File: src/rtl/bcd_pkg.sv
// Shared code constants, FSM state type and digit-code helpers for the
// sequential BCD-to-binary converter.
package bcd_pkg;

  localparam logic [3:0] BCD_BLANK = 4'hA;
  localparam logic [3:0] BCD_MINUS = 4'hB;

  typedef enum logic [1:0] {
    StIdle,
    StConv,
    StFin,
    StDone
  } bcd_state_e;

  // Blank is a legal numeric code that contributes a zero digit.
  function automatic logic is_numeric(input logic [3:0] code);
    return (code <= 4'd9) || (code == BCD_BLANK);
  endfunction

  function automatic logic [3:0] digit_val(input logic [3:0] code);
    return (code <= 4'd9) ? code : 4'd0;
  endfunction

endpackage

File: src/rtl/bcd_to_bin_seq_if.sv
// Input word and result handshakes of the BCD-to-binary converter.
// master = digit buffer / consumer side, slave = converter.
interface bcd_to_bin_seq_if #(
  parameter int unsigned BITS   = 11,
  parameter int unsigned DIGITS = 4
);
  logic                  in_valid;
  logic                  in_ready;
  logic [4*DIGITS-1:0]   bcd_in;
  logic                  out_valid;
  logic                  out_ready;
  logic [BITS-1:0]       binout;
  logic                  err;
  logic                  ovf;

  modport master (
    output in_valid, bcd_in, out_ready,
    input  in_ready, out_valid, binout, err, ovf
  );

  modport slave (
    input  in_valid, bcd_in, out_ready,
    output in_ready, out_valid, binout, err, ovf
  );
endinterface

File: src/rtl/bcd_digit_mac.sv
// One multiply-by-10-and-add step of the BCD accumulator, clamped to the
// sign-dependent magnitude limit.
module bcd_digit_mac #(
  parameter int unsigned BITS = 11
) (
  input  logic [BITS-1:0] acc_i,
  input  logic [3:0]      digit_i,
  input  logic            neg_i,
  output logic [BITS-1:0] acc_o,
  output logic            ovf_o
);

  localparam int unsigned W = BITS + 4;

  logic [W-1:0] acc_ext;
  logic [W-1:0] wide;
  logic [W-1:0] limit;

  always_comb begin
    acc_ext = W'(acc_i);
    wide    = (acc_ext << 3) + (acc_ext << 1) + W'(digit_i);
    // Negative words may reach one more than positive ones: -2^(BITS-1).
    limit   = neg_i ? (W'(1) << (BITS - 1)) : ((W'(1) << (BITS - 1)) - W'(1));
    ovf_o   = wide > limit;
    acc_o   = ovf_o ? limit[BITS-1:0] : wide[BITS-1:0];
  end

endmodule

File: src/rtl/bcd_to_bin_seq.sv
// Sequential BCD-to-signed-binary converter: latches a word of display codes,
// folds in one digit per clock, then applies the sign with saturation.
module bcd_to_bin_seq
  import bcd_pkg::*;
#(
  parameter int unsigned BITS      = 11,
  parameter int unsigned DIGITS    = 4,
  parameter int unsigned SIGN_SLOT = 1
) (
  input  logic            clk,
  input  logic            rst_n,
  bcd_to_bin_seq_if.slave bus
);

  localparam int NUM  = int'(DIGITS) - int'(SIGN_SLOT);
  localparam int IdxW = (NUM > 1) ? $clog2(NUM) : 1;

  if (NUM < 1) begin : g_num_check
    $error("bcd_to_bin_seq: at least one numeric slot is required");
  end

  bcd_state_e          state_q,  state_d;
  logic [4*DIGITS-1:0] shadow_q, shadow_d;
  logic [BITS-1:0]     acc_q,    acc_d;
  logic [IdxW-1:0]     idx_q,    idx_d;
  logic                neg_q,    neg_d;
  logic                err_q,    err_d;
  logic                ovf_q,    ovf_d;
  logic [BITS-1:0]     binout_q, binout_d;
  logic                erro_q,   erro_d;
  logic                ovfo_q,   ovfo_d;

  logic [3:0]      code;
  logic [3:0]      digit;
  logic [3:0]      sign_code;
  logic [BITS-1:0] mac_acc;
  logic            mac_ovf;

  assign code      = shadow_q[4*int'(idx_q) +: 4];
  assign digit     = digit_val(code);
  assign sign_code = (SIGN_SLOT != 0) ? bus.bcd_in[4*DIGITS-1 -: 4] : 4'h0;

  bcd_digit_mac #(
    .BITS (BITS)
  ) u_mac (
    .acc_i   (acc_q),
    .digit_i (digit),
    .neg_i   (neg_q),
    .acc_o   (mac_acc),
    .ovf_o   (mac_ovf)
  );

  always_comb begin
    state_d  = state_q;
    shadow_d = shadow_q;
    acc_d    = acc_q;
    idx_d    = idx_q;
    neg_d    = neg_q;
    err_d    = err_q;
    ovf_d    = ovf_q;
    binout_d = binout_q;
    erro_d   = erro_q;
    ovfo_d   = ovfo_q;
    case (state_q)
      StIdle: begin
        if (bus.in_valid) begin
          shadow_d = bus.bcd_in;
          acc_d    = '0;
          idx_d    = IdxW'(NUM - 1);
          // Sign is fixed at accept time so the clamp limit never changes mid-word.
          neg_d    = (sign_code == BCD_MINUS);
          err_d    = (sign_code > BCD_MINUS);
          ovf_d    = 1'b0;
          state_d  = StConv;
        end
      end
      StConv: begin
        acc_d = mac_acc;
        ovf_d = ovf_q | mac_ovf;
        err_d = err_q | ~is_numeric(code);
        idx_d = idx_q - 1'b1;
        if (idx_q == '0) state_d = StFin;
      end
      StFin: begin
        if (err_q) begin
          binout_d = '0;
          erro_d   = 1'b1;
          ovfo_d   = 1'b0;
        end else begin
          // acc == 2^(BITS-1) only when negative; its negation is the minimum value.
          binout_d = neg_q ? -acc_q : acc_q;
          erro_d   = 1'b0;
          ovfo_d   = ovf_q;
        end
        state_d = StDone;
      end
      StDone: begin
        if (bus.out_ready) state_d = StIdle;
      end
      default: state_d = StIdle;
    endcase
  end

  always_ff @(posedge clk or negedge rst_n) begin
    if (!rst_n) begin
      state_q  <= StIdle;
      shadow_q <= '0;
      acc_q    <= '0;
      idx_q    <= '0;
      neg_q    <= 1'b0;
      err_q    <= 1'b0;
      ovf_q    <= 1'b0;
      binout_q <= '0;
      erro_q   <= 1'b0;
      ovfo_q   <= 1'b0;
    end else begin
      state_q  <= state_d;
      shadow_q <= shadow_d;
      acc_q    <= acc_d;
      idx_q    <= idx_d;
      neg_q    <= neg_d;
      err_q    <= err_d;
      ovf_q    <= ovf_d;
      binout_q <= binout_d;
      erro_q   <= erro_d;
      ovfo_q   <= ovfo_d;
    end
  end

  assign bus.in_ready  = (state_q == StIdle);
  assign bus.out_valid = (state_q == StDone);
  assign bus.binout    = binout_q;
  assign bus.err       = erro_q;
  assign bus.ovf       = ovfo_q;

endmodule

File: src/flat_wrapper.sv
// flat-port wrapper written by rule: the top's interface ports become plain ports
module bcd_to_bin_seq_flat import bcd_pkg::*;
#(
  parameter int unsigned BITS      = 11,
  parameter int unsigned DIGITS    = 4,
  parameter int unsigned SIGN_SLOT = 1
)
  (clk, rst_n, bus_in_valid, bus_bcd_in, bus_out_ready, bus_in_ready, bus_out_valid, bus_binout, bus_err, bus_ovf);
  bcd_to_bin_seq_if #(.BITS(BITS), .DIGITS(DIGITS)) bus_i ();
  input  logic clk;
  input  logic rst_n;
  input wire logic [$bits(bus_i.in_valid)-1:0] bus_in_valid;
  input wire logic [$bits(bus_i.bcd_in)-1:0] bus_bcd_in;
  input wire logic [$bits(bus_i.out_ready)-1:0] bus_out_ready;
  output wire logic [$bits(bus_i.in_ready)-1:0] bus_in_ready;
  output wire logic [$bits(bus_i.out_valid)-1:0] bus_out_valid;
  output wire logic [$bits(bus_i.binout)-1:0] bus_binout;
  output wire logic [$bits(bus_i.err)-1:0] bus_err;
  output wire logic [$bits(bus_i.ovf)-1:0] bus_ovf;
  assign bus_i.in_valid = bus_in_valid;
  assign bus_i.bcd_in = bus_bcd_in;
  assign bus_i.out_ready = bus_out_ready;
  assign bus_in_ready = bus_i.in_ready;
  assign bus_out_valid = bus_i.out_valid;
  assign bus_binout = bus_i.binout;
  assign bus_err = bus_i.err;
  assign bus_ovf = bus_i.ovf;
  bcd_to_bin_seq #(.BITS(BITS), .DIGITS(DIGITS), .SIGN_SLOT(SIGN_SLOT)) u_core (.clk(clk), .rst_n(rst_n), .bus(bus_i));
endmodule
File: config.mk
export PLATFORM = sky130hd
export DESIGN_NAME = bcd_to_bin_seq_flat
export DESIGN_NICKNAME = d
export VERILOG_FILES = /design/src/rtl/bcd_pkg.sv /design/src/rtl/bcd_to_bin_seq_if.sv /design/src/rtl/bcd_digit_mac.sv /design/src/rtl/bcd_to_bin_seq.sv /design/src/flat_wrapper.sv
export SDC_FILE = /design/constraint.sdc
export NUM_CORES = 1
export LEC_CHECK = 0
export BUFFER_PORTS_ARGS = -buffer_cell sky130_fd_sc_hd__buf_2
export CORE_MARGIN = 5
export CORE_UTILIZATION = 64
export CTS_CLUSTER_SIZE = 25
export DETAILED_ROUTE_END_ITERATION = 6
export PLACE_DENSITY = 0.85
export SLEW_MARGIN = 25
export SYNTH_ARGS = -nofsm -noshare
export SYNTH_HDL_FRONTEND = slang
export SYNTH_SLANG_ARGS = --single-unit
export TNS_END_PERCENT = 5
File: constraint.sdc
create_clock -name clk -period 8.85 [get_ports clk]
set_input_delay 1.77 -clock clk [delete_from_list [all_inputs] [get_ports clk]]
set_output_delay 1.77 -clock clk [all_outputs]
set_load 0.02 [all_outputs]
==> results.yml, run 1 <==
outcome:
  status: "finished, final reports clean"
global_route:
  grt_pass1_vias: 2606
  antenna_found_initial: 0
  grt_use_total: 0.2248
  grt_overflow: 0
  grt_max_degree: 48
  grt_pass1_wl_um: 11740
hold_path:
  hold-path-cell-count: 1
  worstHoldStart: "u_core.shadow_q[11]"
  worstHoldEndpoint: "u_core.shadow_q[11]"
  hp-class: "reg -> reg"
drt:
  drc: 0
  drt-total-wl_um: 6980
  drtIter0Drc: 217
  vias: 2676
  ant_nets: 0
  drtPass1Iterations: 5
  wl_per_cell_um: 16.46
  viasPerCell: 6.311
logic_synthesis:
  synth_warnings: 0
  ys_top_cells_by_area: "dfrtp_1, ha_1, mux2_2"
  synthArstFlopShare: 1.000
  syn_nets: 383
  synth_seq_area_share: 0.3518
  synth_fa_ha_area_frac: 0.1542
  synth_edf_count: 0
  synth_top_area_frac: 0.3518
  yosys.area_share.simple: 0.1220
  synth_cell_type_count: 58
  synth_common_cells: "dfrtp_1, ha_1, inv_1"
  synth-seq-cells: 47
  synth_xor_area_frac: 0.04192
  synth.most_common_cell: "dfrtp_1"
  yosysTopAreaCell: "dfrtp_1"
  syn_area_mm2: 0.003343
  syn_avg_cell_area_um2: 10.35
  synth_top_family_by_area: "compound AO/OA/AOI/OAI gates"
  synth_compound_area_frac: 0.1830
  synthFlopType: "dfrtp_1"
  synth_mux_area_frac: 0.09019
  syn_inst: 323
place:
  gp_congestion: 0.9162
  place_inst: 416
  port_buffers: 34
  placed_area_mm2: 0.003542
  dp_hpwl_um: 5419
sta:
  finalHoldViolCount: 0
  fin_tns_setup_ns: 0
  tightestPinTransition_ns: 0.8683
  finalSetupViolCount: 0
  finalMaxSlewViolations: 0
  skew_ns: 0.007069
  fmax_ghz: 0.1895
  fin_crit_ns: 5.276
  timing.final.crit_share: 0.5961
  slew-limit-headroom: 0.4211
  rsz0062_at_grt: "false"
die:
  ios: 35
  initial_core_util: 0.6588
  die_x_um: 82.28
  rows: 26
  chipHeight_um: 82.28
  dieArea_mm2: 0.006769
  core_mm2: 0.005075
critical_path:
  endpoint_kind: "flop"
  cp.required_ns: 9.08
  worstSetupStartpointType: "flop"
  r2r-end: "u_core.acc_q[1]"
  r2r-start: "u_core.idx_q[0]"
  cp_max_fo: 10
  crit_type: "reg -> reg"
  crit_arrival_ns: 5.50
  reg2reg_slack_ns: 3.57
  r2r_cells: 18
clock_tree:
  cts_setup_buffers: 0
  clock_sinks: 47
  cts_hold_buf: 0
  cts_buffers: 5
  cts_resized: 0
  max-clock-path-buffers: 2
  cts_root_buffer: "clkbuf_8"
  cts_max_level: 2
  clk_pin_slew_worst_paths_ns: 0.08
  cts_tree: "done"
  insertion_delay_ns: 0.30
final_layout:
  finalNonFillerCells: 424
  antenna_cells: 0
  drive_gt1_frac: 0.2429
  final_cell_area_mm2: 0.003641
  area_delta_synth_final_pct: 8.907
  fin_nets: 413
flow_run:
  cap_violations: 0
-- per-stage QoR --
| step | setup slack, ns | hold slack [ns] | util |
|---|---|---|---|
| floorplan | 4.102 | 0.4739 | - |
| global placement | 3.829 | 0.4847 | 0.6980 |
| detailed placement | 3.687 | 0.4925 | 0.6980 |
| CTS | 3.642 | 0.5122 | 0.7170 |
| global route | 3.138 | 0.5293 | 0.7175 |
| finish | 3.574 | 0.5106 | 0.7175 |
-- kinds of logic (layout without fill, tap and decap cells) --
logic type	after synthesis	after routing
AOI/OAI and AO/OA	80	80
muxes	23	23
xor gates and xnor gates	16	16
DFF	47	47
buffers and inverters	46	77
adders and majority gates	40	40
and+or+nand+nor	71	71
-- critical path, stage by stage (launching register included) --
cell and delay [ns]:
dfrtp_1 0.55, mux4_2 0.56, nor2_1 0.18, nand2_1 0.09
fa_1 0.50, fa_1 0.46, and2b_1 0.25, o2111ai_2 0.18
nand2_1 0.15, nor2_1 0.05, nor2_1 0.21, ha_1 0.30
a211oi_1 0.20, nor2_1 0.10, nor4b_1 0.25, o31ai_1 0.12
nand4bb_4 0.24, nor4_4 0.56, a221o_1 0.26
-- layout make-up --
class | count | area, um^2
sequential | 47 | 1176
clock buffer | 6 | 82.58
tap | 70 | 87.58
timing repair buffer | 34 | 172.7
clock inverter | 2 | 13.76
inverter | 35 | 131.4
multi-input combinational | 230 | 1977
fill | 368 | 1434
-- cells in the final DEF, fill, tap and decap left out, types with 2 or more instances in the layout --
master,synthesis,routed
nand2b_1,4,4
nor4_1,2,2
a21oi_1,6,6
a221o_1,10,10
o21a_1,2,2
nand4_1,2,2
o2111ai_2,2,2
mux4_2,4,4
fa_1,2,2
nand3_1,9,9
buf_2,2,33
o31ai_1,5,5
xor2_1,9,9
or2_2,2,2
nand2_1,17,17
ha_1,38,38
nor2_1,15,15
nor3_1,4,4
nor2b_1,3,3
clkbuf_8,0,6
xnor2_1,7,7
o22ai_1,12,12
mux2_2,17,17
mux2i_1,2,2
a211oi_1,2,2
inv_1,35,35
dfrtp_1,47,47
a32oi_1,2,2
a21oi_2,6,6
a21o_1,2,2
nand3b_1,2,2
o21ai_0,17,17
a31o_2,2,2
-- worst max path at each step --
stage / start / to / slack (ns)
global placement: u_core.idx_q[0] / u_core.acc_q[0] / 3.83
CTS: u_core.idx_q[0] / u_core.acc_q[1] / 3.64
detailed placement: u_core.idx_q[0] / u_core.acc_q[9] / 3.69
global route: u_core.idx_q[0] / u_core.acc_q[1] / 3.14
finish: u_core.idx_q[0] / u_core.acc_q[1] / 3.57
floorplan: u_core.idx_q[0] / u_core.acc_q[8] / 4.10
-- sequential cells by signal, indices dropped and copies added, names as in the netlist --
| register | cells |
|---|---|
| u_core.idx_q | 2 |
| u_core.neg_q | 1 |
| u_core.bus.binout | 11 |
| u_core.shadow_q | 16 |
| u_core.ovf_q | 1 |
| u_core.bus.err | 1 |
| u_core.bus.ovf | 1 |
| u_core.state_q | 2 |
| u_core.err_q | 1 |
| u_core.acc_q | 11 |
-- routing by layer --
layer,track usage,wire [um],vias to the layer above
met5,0,0,-
li1,-,-,1248
met2,0.3750,3412,121
met1,0.2864,2875,1290
met4,0.07641,144,0
met3,0.05206,548,17
Power of run 1 is left out: the tool's default activity adds up to more than one toggle a clock period on the data nets, which glitch-free logic cannot reach.
==> run 2: changes to the inputs <==
- CORE_UTILIZATION: 64 -> 59
- PLACE_DENSITY: 0.85 -> 0.79
- clock period: 8.85 -> 5.14 ns (I/O delays scaled with it)
==> results.yml, run 2 (synthesis gave the netlist of run 1 again) <==
critical_path:
  crit_type: "reg -> reg"
  crit_start: "u_core.idx_q[0]"
  cpPeakStageDelay_ns: 0.57
  endpoint_kind: "flop"
  worstSetupStartpointType: "flop"
  path_cells: "mux4_2 -> nor2_2 -> nand2_1 -> fa_1 -> inv_1 -> ha_1 -> a21oi_2 -> o2111a_2 -> o21ai_1 -> xor2_1 -> ha_1 -> o21ai_0 -> nor2_1 -> nor4b_1 -> o31ai_1 -> nand4bb_4 -> o31a_4 -> a221o_1"
  r2r_cells: 18
  cp_common_cell: "ha_1"
  cp_max_fo: 10
  critical-path-top-delay-family: "compound AO/OA/AOI/OAI gates"
  cp.required_ns: 5.33
  r2r-end: "u_core.acc_q[9]"
  crit_path_top_delay_cell: "mux4_2"
  crit_arrival_ns: 5.14
  path_buf_inv: 1
  r2r-start: "u_core.idx_q[0]"
  reg2reg_slack_ns: 0.19
final_layout:
  largest_reg_flops: 16
  multi_input_area_mm2: 0.002012
  antenna_cells: 0
  final_cell_mix: "dfrtp_1, ha_1, inv_1, buf_2, mux2_2"
  fill_cells: 415
  seq_area_mm2: 0.001177
  drive_gt1_frac: 0.2806
  area_delta_synth_final_pct: 12.16
  largest_register: "u_core.shadow_q"
  fin_nets: 419
  final_cell_area_mm2: 0.003750
  finalNonFillerCells: 432
  final_common_cell: "dfrtp_1"
drt:
  ant_nets: 0
  drc: 0
  wl_per_cell_um: 16.19
  drtIter0Drc: 145
  vias: 2607
  viasPerCell: 6.035
  drtPass1Iterations: 5
  drt-total-wl_um: 6992
global_route:
  antenna_found_initial: 0
  grt_pass1_vias: 2481
  grt_max_degree: 48
  grt_overflow: 0
  grt_use_total: 0.1998
  grt_pass1_wl_um: 11780
die:
  initial_core_util: 0.6071
  rows: 27
  ios: 35
  core_mm2: 0.005507
  die_x_um: 85.28
  dieArea_mm2: 0.007272
  chipHeight_um: 85.28
clock_tree:
  max-clock-path-buffers: 2
  cts_hold_buf: 0
  cts_max_level: 2
  clk_pin_slew_worst_paths_ns: 0.09
  cts_tree: "done"
  insertion_delay_ns: 0.30
  cts_root_buffer: "clkbuf_8"
  cts_buffers: 5
  clock_sinks: 47
outcome:
  status: "finished, final reports clean"
sta:
  finalMaxSlewViolations: 0
  slew-limit-headroom: 0.4522
  finalSetupViolCount: 0
  finalHoldViolCount: 0
  fin_hold_ws_ns: 0.5111
  tightestPinTransition_ns: 0.8216
  skew_ns: 0.009167
  timing.final.crit_share: 0.9635
  fin_crit_ns: 4.952
  fmax_ghz: 0.2019
place:
  placed_area_mm2: 0.003552
  place_inst: 419
  gp_congestion: 0.8890
  port_buffers: 34
  dp_hpwl_um: 5388
hold_path:
  hold-path-cell-count: 1
  worstHoldStart: "u_core.shadow_q[15]"
  worstHoldEndpoint: "u_core.shadow_q[15]"
  hp-class: "reg -> reg"
flow_run:
  cap_violations: 0
-- run 2: changes by cell type in the layout (fill, tap and decap cells not counted), sizes merged --
cell and change:
buf +6, bufinv +1, clkinv -1
-- run 2: metal layers --
| layer | track usage | wire (um) | vias up |
|---|---|---|---|
| met2 | 0.3333 | 3466 | 79 |
| met3 | 0.03786 | 433 | 2 |
| li1 | - | - | 1263 |
| met5 | 0 | 0 | - |
| met1 | 0.2745 | 3064 | 1263 |
| met4 | 0.03453 | 27 | 0 |
-- run 2: worst reg2reg max path: stages, from the launching register on --
cell       delay, ns
dfrtp_2         0.45
mux4_2          0.58
nor2_2          0.16
nand2_1         0.08
fa_1            0.55
inv_1           0.06
ha_1            0.30
a21oi_2         0.18
o2111a_2        0.29
o21ai_1         0.10
xor2_1          0.27
ha_1            0.30
o21ai_0         0.19
nor2_1          0.10
nor4b_1         0.24
o31ai_1         0.12
nand4bb_4       0.25
o31a_4          0.36
a221o_1         0.28
-- run 2: stage by stage --
stage / setup WS [ns] / TNS, ns / utilization
6_report: 0.1878 / 0 / 0.6810
4_1_cts: 0.01922 / 0 / 0.6687
2_1_floorplan: 0.3917 / 0 / -
3_3_place_gp: 0.09551 / 0 / 0.6451
3_5_place_dp: -0.08726 / -0.7762 / 0.6451
5_1_grt: -0.04844 / -0.3430 / 0.6810
-- run 2: worst max path at each step --
| stage | to | slack, ns | depth (start not counted) |
|---|---|---|---|
| final | u_core.acc_q[9] | 0.19 | 18 |
| after global routing | u_core.acc_q[1] | -0.05 | 18 |
| after CTS | u_core.acc_q[9] | 0.02 | 18 |
| after detailed placement | u_core.acc_q[9] | -0.09 | 18 |
| after global placement | u_core.acc_q[0] | 0.1 | 18 |
| after floorplan | u_core.acc_q[8] | 0.39 | 19 |
-- run 2: what timing repair did --
action | in CTS | in global routing
endpoints found under the setup margin | 10 | 12
pin swaps | 1 | 1
gates resized for setup | 1 | 10
endpoints found under the hold margin | 0 | 0
buffers inserted | 1 | 4
-- run 2: layout make-up --
class | instances | area share
clock buffers | 6 | 0.02202
clock inverters | 2 | 0.01034
inverters | 35 | 0.03504
multi-input cells | 230 | 0.5365
flip-flops and latches | 47 | 0.3140
well taps | 72 | 0.02402
repair buffers | 40 | 0.05806
Power of run 2 is left out for the same reason.
==> run 3: changes to the inputs <==
- clock period: 5.14 -> 5 ns (I/O delays scaled with it)
==> results.yml, run 3 (synthesis gave the netlist of run 1 again) <==
outcome:
  status: "finished, final reports clean"
drt:
  drc: 0
  wl_per_cell_um: 17.84
  drtIter0Drc: 189
  drt-total-wl_um: 7812
  vias: 2639
  viasPerCell: 6.025
  ant_nets: 0
  drtPass1Iterations: 4
place:
  dp_hpwl_um: 5765
  port_buffers: 34
  pre_cts_ws_ns: -0.003977
  gp_congestion: 0.8934
  place_inst: 425
global_route:
  grt_pass1_vias: 2599
  grt_use_total: 0.2143
  grt_pass1_wl_um: 12550
  grt_max_degree: 48
  antenna_found_initial: 0
  grt_overflow: 0
final_layout:
  final_cell_mix: "dfrtp_1, ha_1, inv_1, buf_2, mux2_2"
  fin_nets: 426
  final_common_cell: "dfrtp_1"
  final_core_util: 0.6985
  fill_cells: 392
  drive_gt1_frac: 0.3142
  area_delta_synth_final_pct: 15.04
  antenna_cells: 0
  finalNonFillerCells: 438
  largest_reg_flops: 16
  largest_register: "u_core.shadow_q"
hold_path:
  worstHoldStart: "u_core.bus.err"
  hp-class: "reg -> reg"
critical_path:
  r2r-start: "u_core.idx_q[0]"
  critical-path-top-delay-family: "adder cells"
  endpoint_kind: "flop"
  cpPeakStageDelay_ns: 0.57
  crit_arrival_ns: 5.09
  crit_type: "reg -> reg"
  crit_start: "u_core.idx_q[0]"
  cp_max_fo: 4
  worstSetupStartpointType: "flop"
  cp.required_ns: 5.24
  path_buf_inv: 3
  crit_path_top_delay_cell: "mux4_2"
  path_cells: "mux4_2 -> nor2_2 -> nand2_2 -> fa_2 -> inv_1 -> ha_1 -> a21oi_2 -> o2111a_2 -> o21ai_1 -> xor2_1 -> ha_1 -> o21ai_1 -> nor2_2 -> nor4b_2 -> o31ai_1 -> nand4bb_4 -> buf_4 -> nor4_4 -> buf_2 -> a221o_1"
die:
  die_x_um: 85.28
  initial_core_util: 0.6071
  ios: 35
  rows: 27
  dieArea_mm2: 0.007272
  core_mm2: 0.005507
  chipHeight_um: 85.28
clock_tree:
  insertion_delay_ns: 0.30
  cts_hold_buf: 0
  clk_pin_slew_worst_paths_ns: 0.09
  max-clock-path-buffers: 2
  clock_sinks: 47
  cts_max_level: 2
  cts_tree: "done"
  cts_buffers: 5
  cts_root_buffer: "clkbuf_8"
flow_run:
  cap_violations: 0
sta:
  fmax_ghz: 0.2064
  tightestPinTransition_ns: 0.8910
  finalHoldViolCount: 0
  fin_hold_ws_ns: 0.5109
  skew_ns: 0.004363
  fin_ws_ns: 0.1543
  timing.final.crit_share: 0.9691
  finalMaxSlewViolations: 0
  slew-limit-headroom: 0.4060
  finalSetupViolCount: 0
  fin_crit_ns: 4.846
[run 3: cell count changes in the layout (fill, tap and decap cells not counted), sizes merged]
cell	change
clkbuf	-1
inv	-1
o31a	+1
buf	+6
clkinvlp	+1
[run 3: final timing paths]
path / cells past startpoint / slack (ns) / to
max reg2reg: 20 / 0.15 / u_core.acc_q[7]
min: 1 / 0.51 / u_core.bus.err
min reg2reg: 1 / 0.51 / u_core.bus.err
max in group asynchronous: 1 / 3.89 / u_core.idx_q[0]
max: 20 / 0.15 / u_core.acc_q[7]
min in group asynchronous: 1 / 0.69 / u_core.acc_q[10]
[run 3: cell type report]
type / count / area (um^2) / area share
clock buffer: 5 / 68.82 / 0.01789
inverter: 35 / 131.4 / 0.03416
sequential: 47 / 1177 / 0.3061
multi-input combinational: 231 / 2073 / 0.5390
timing repair buffer: 46 / 267.8 / 0.06962
tap: 72 / 90.09 / 0.02342
clock inverter: 2 / 37.54 / 0.009759
[run 3: metal layers]
metal	wire, um	GRT usage	part of all wire	vias up
li1	-	-	-	1274
met4	117	0.05180	0.015	0
met1	3467	0.2905	0.44	1282
met5	0	0	0	-
met2	3831	0.3517	0.49	73
met3	395	0.04466	0.051	10
[run 3: through the flow]
step / setup TNS, ns / area [um^2]
floorplan: 0 / 3343
global placement: 0 / 3597
detailed placement: -0.003977 / 3597
CTS: 0 / 3712
global route: -0.1649 / 3846
finish: 0 / 3846
[run 3: repair_timing]
item / 4_1_cts / 5_1_grt
buffers inserted: 1 / 3
pin swaps: 0 / 10
gates resized for setup: 1 / 23
setup endpoints to repair: 10 / 12
cloned: 0 / 2
Power of run 3 is left out for the same reason.
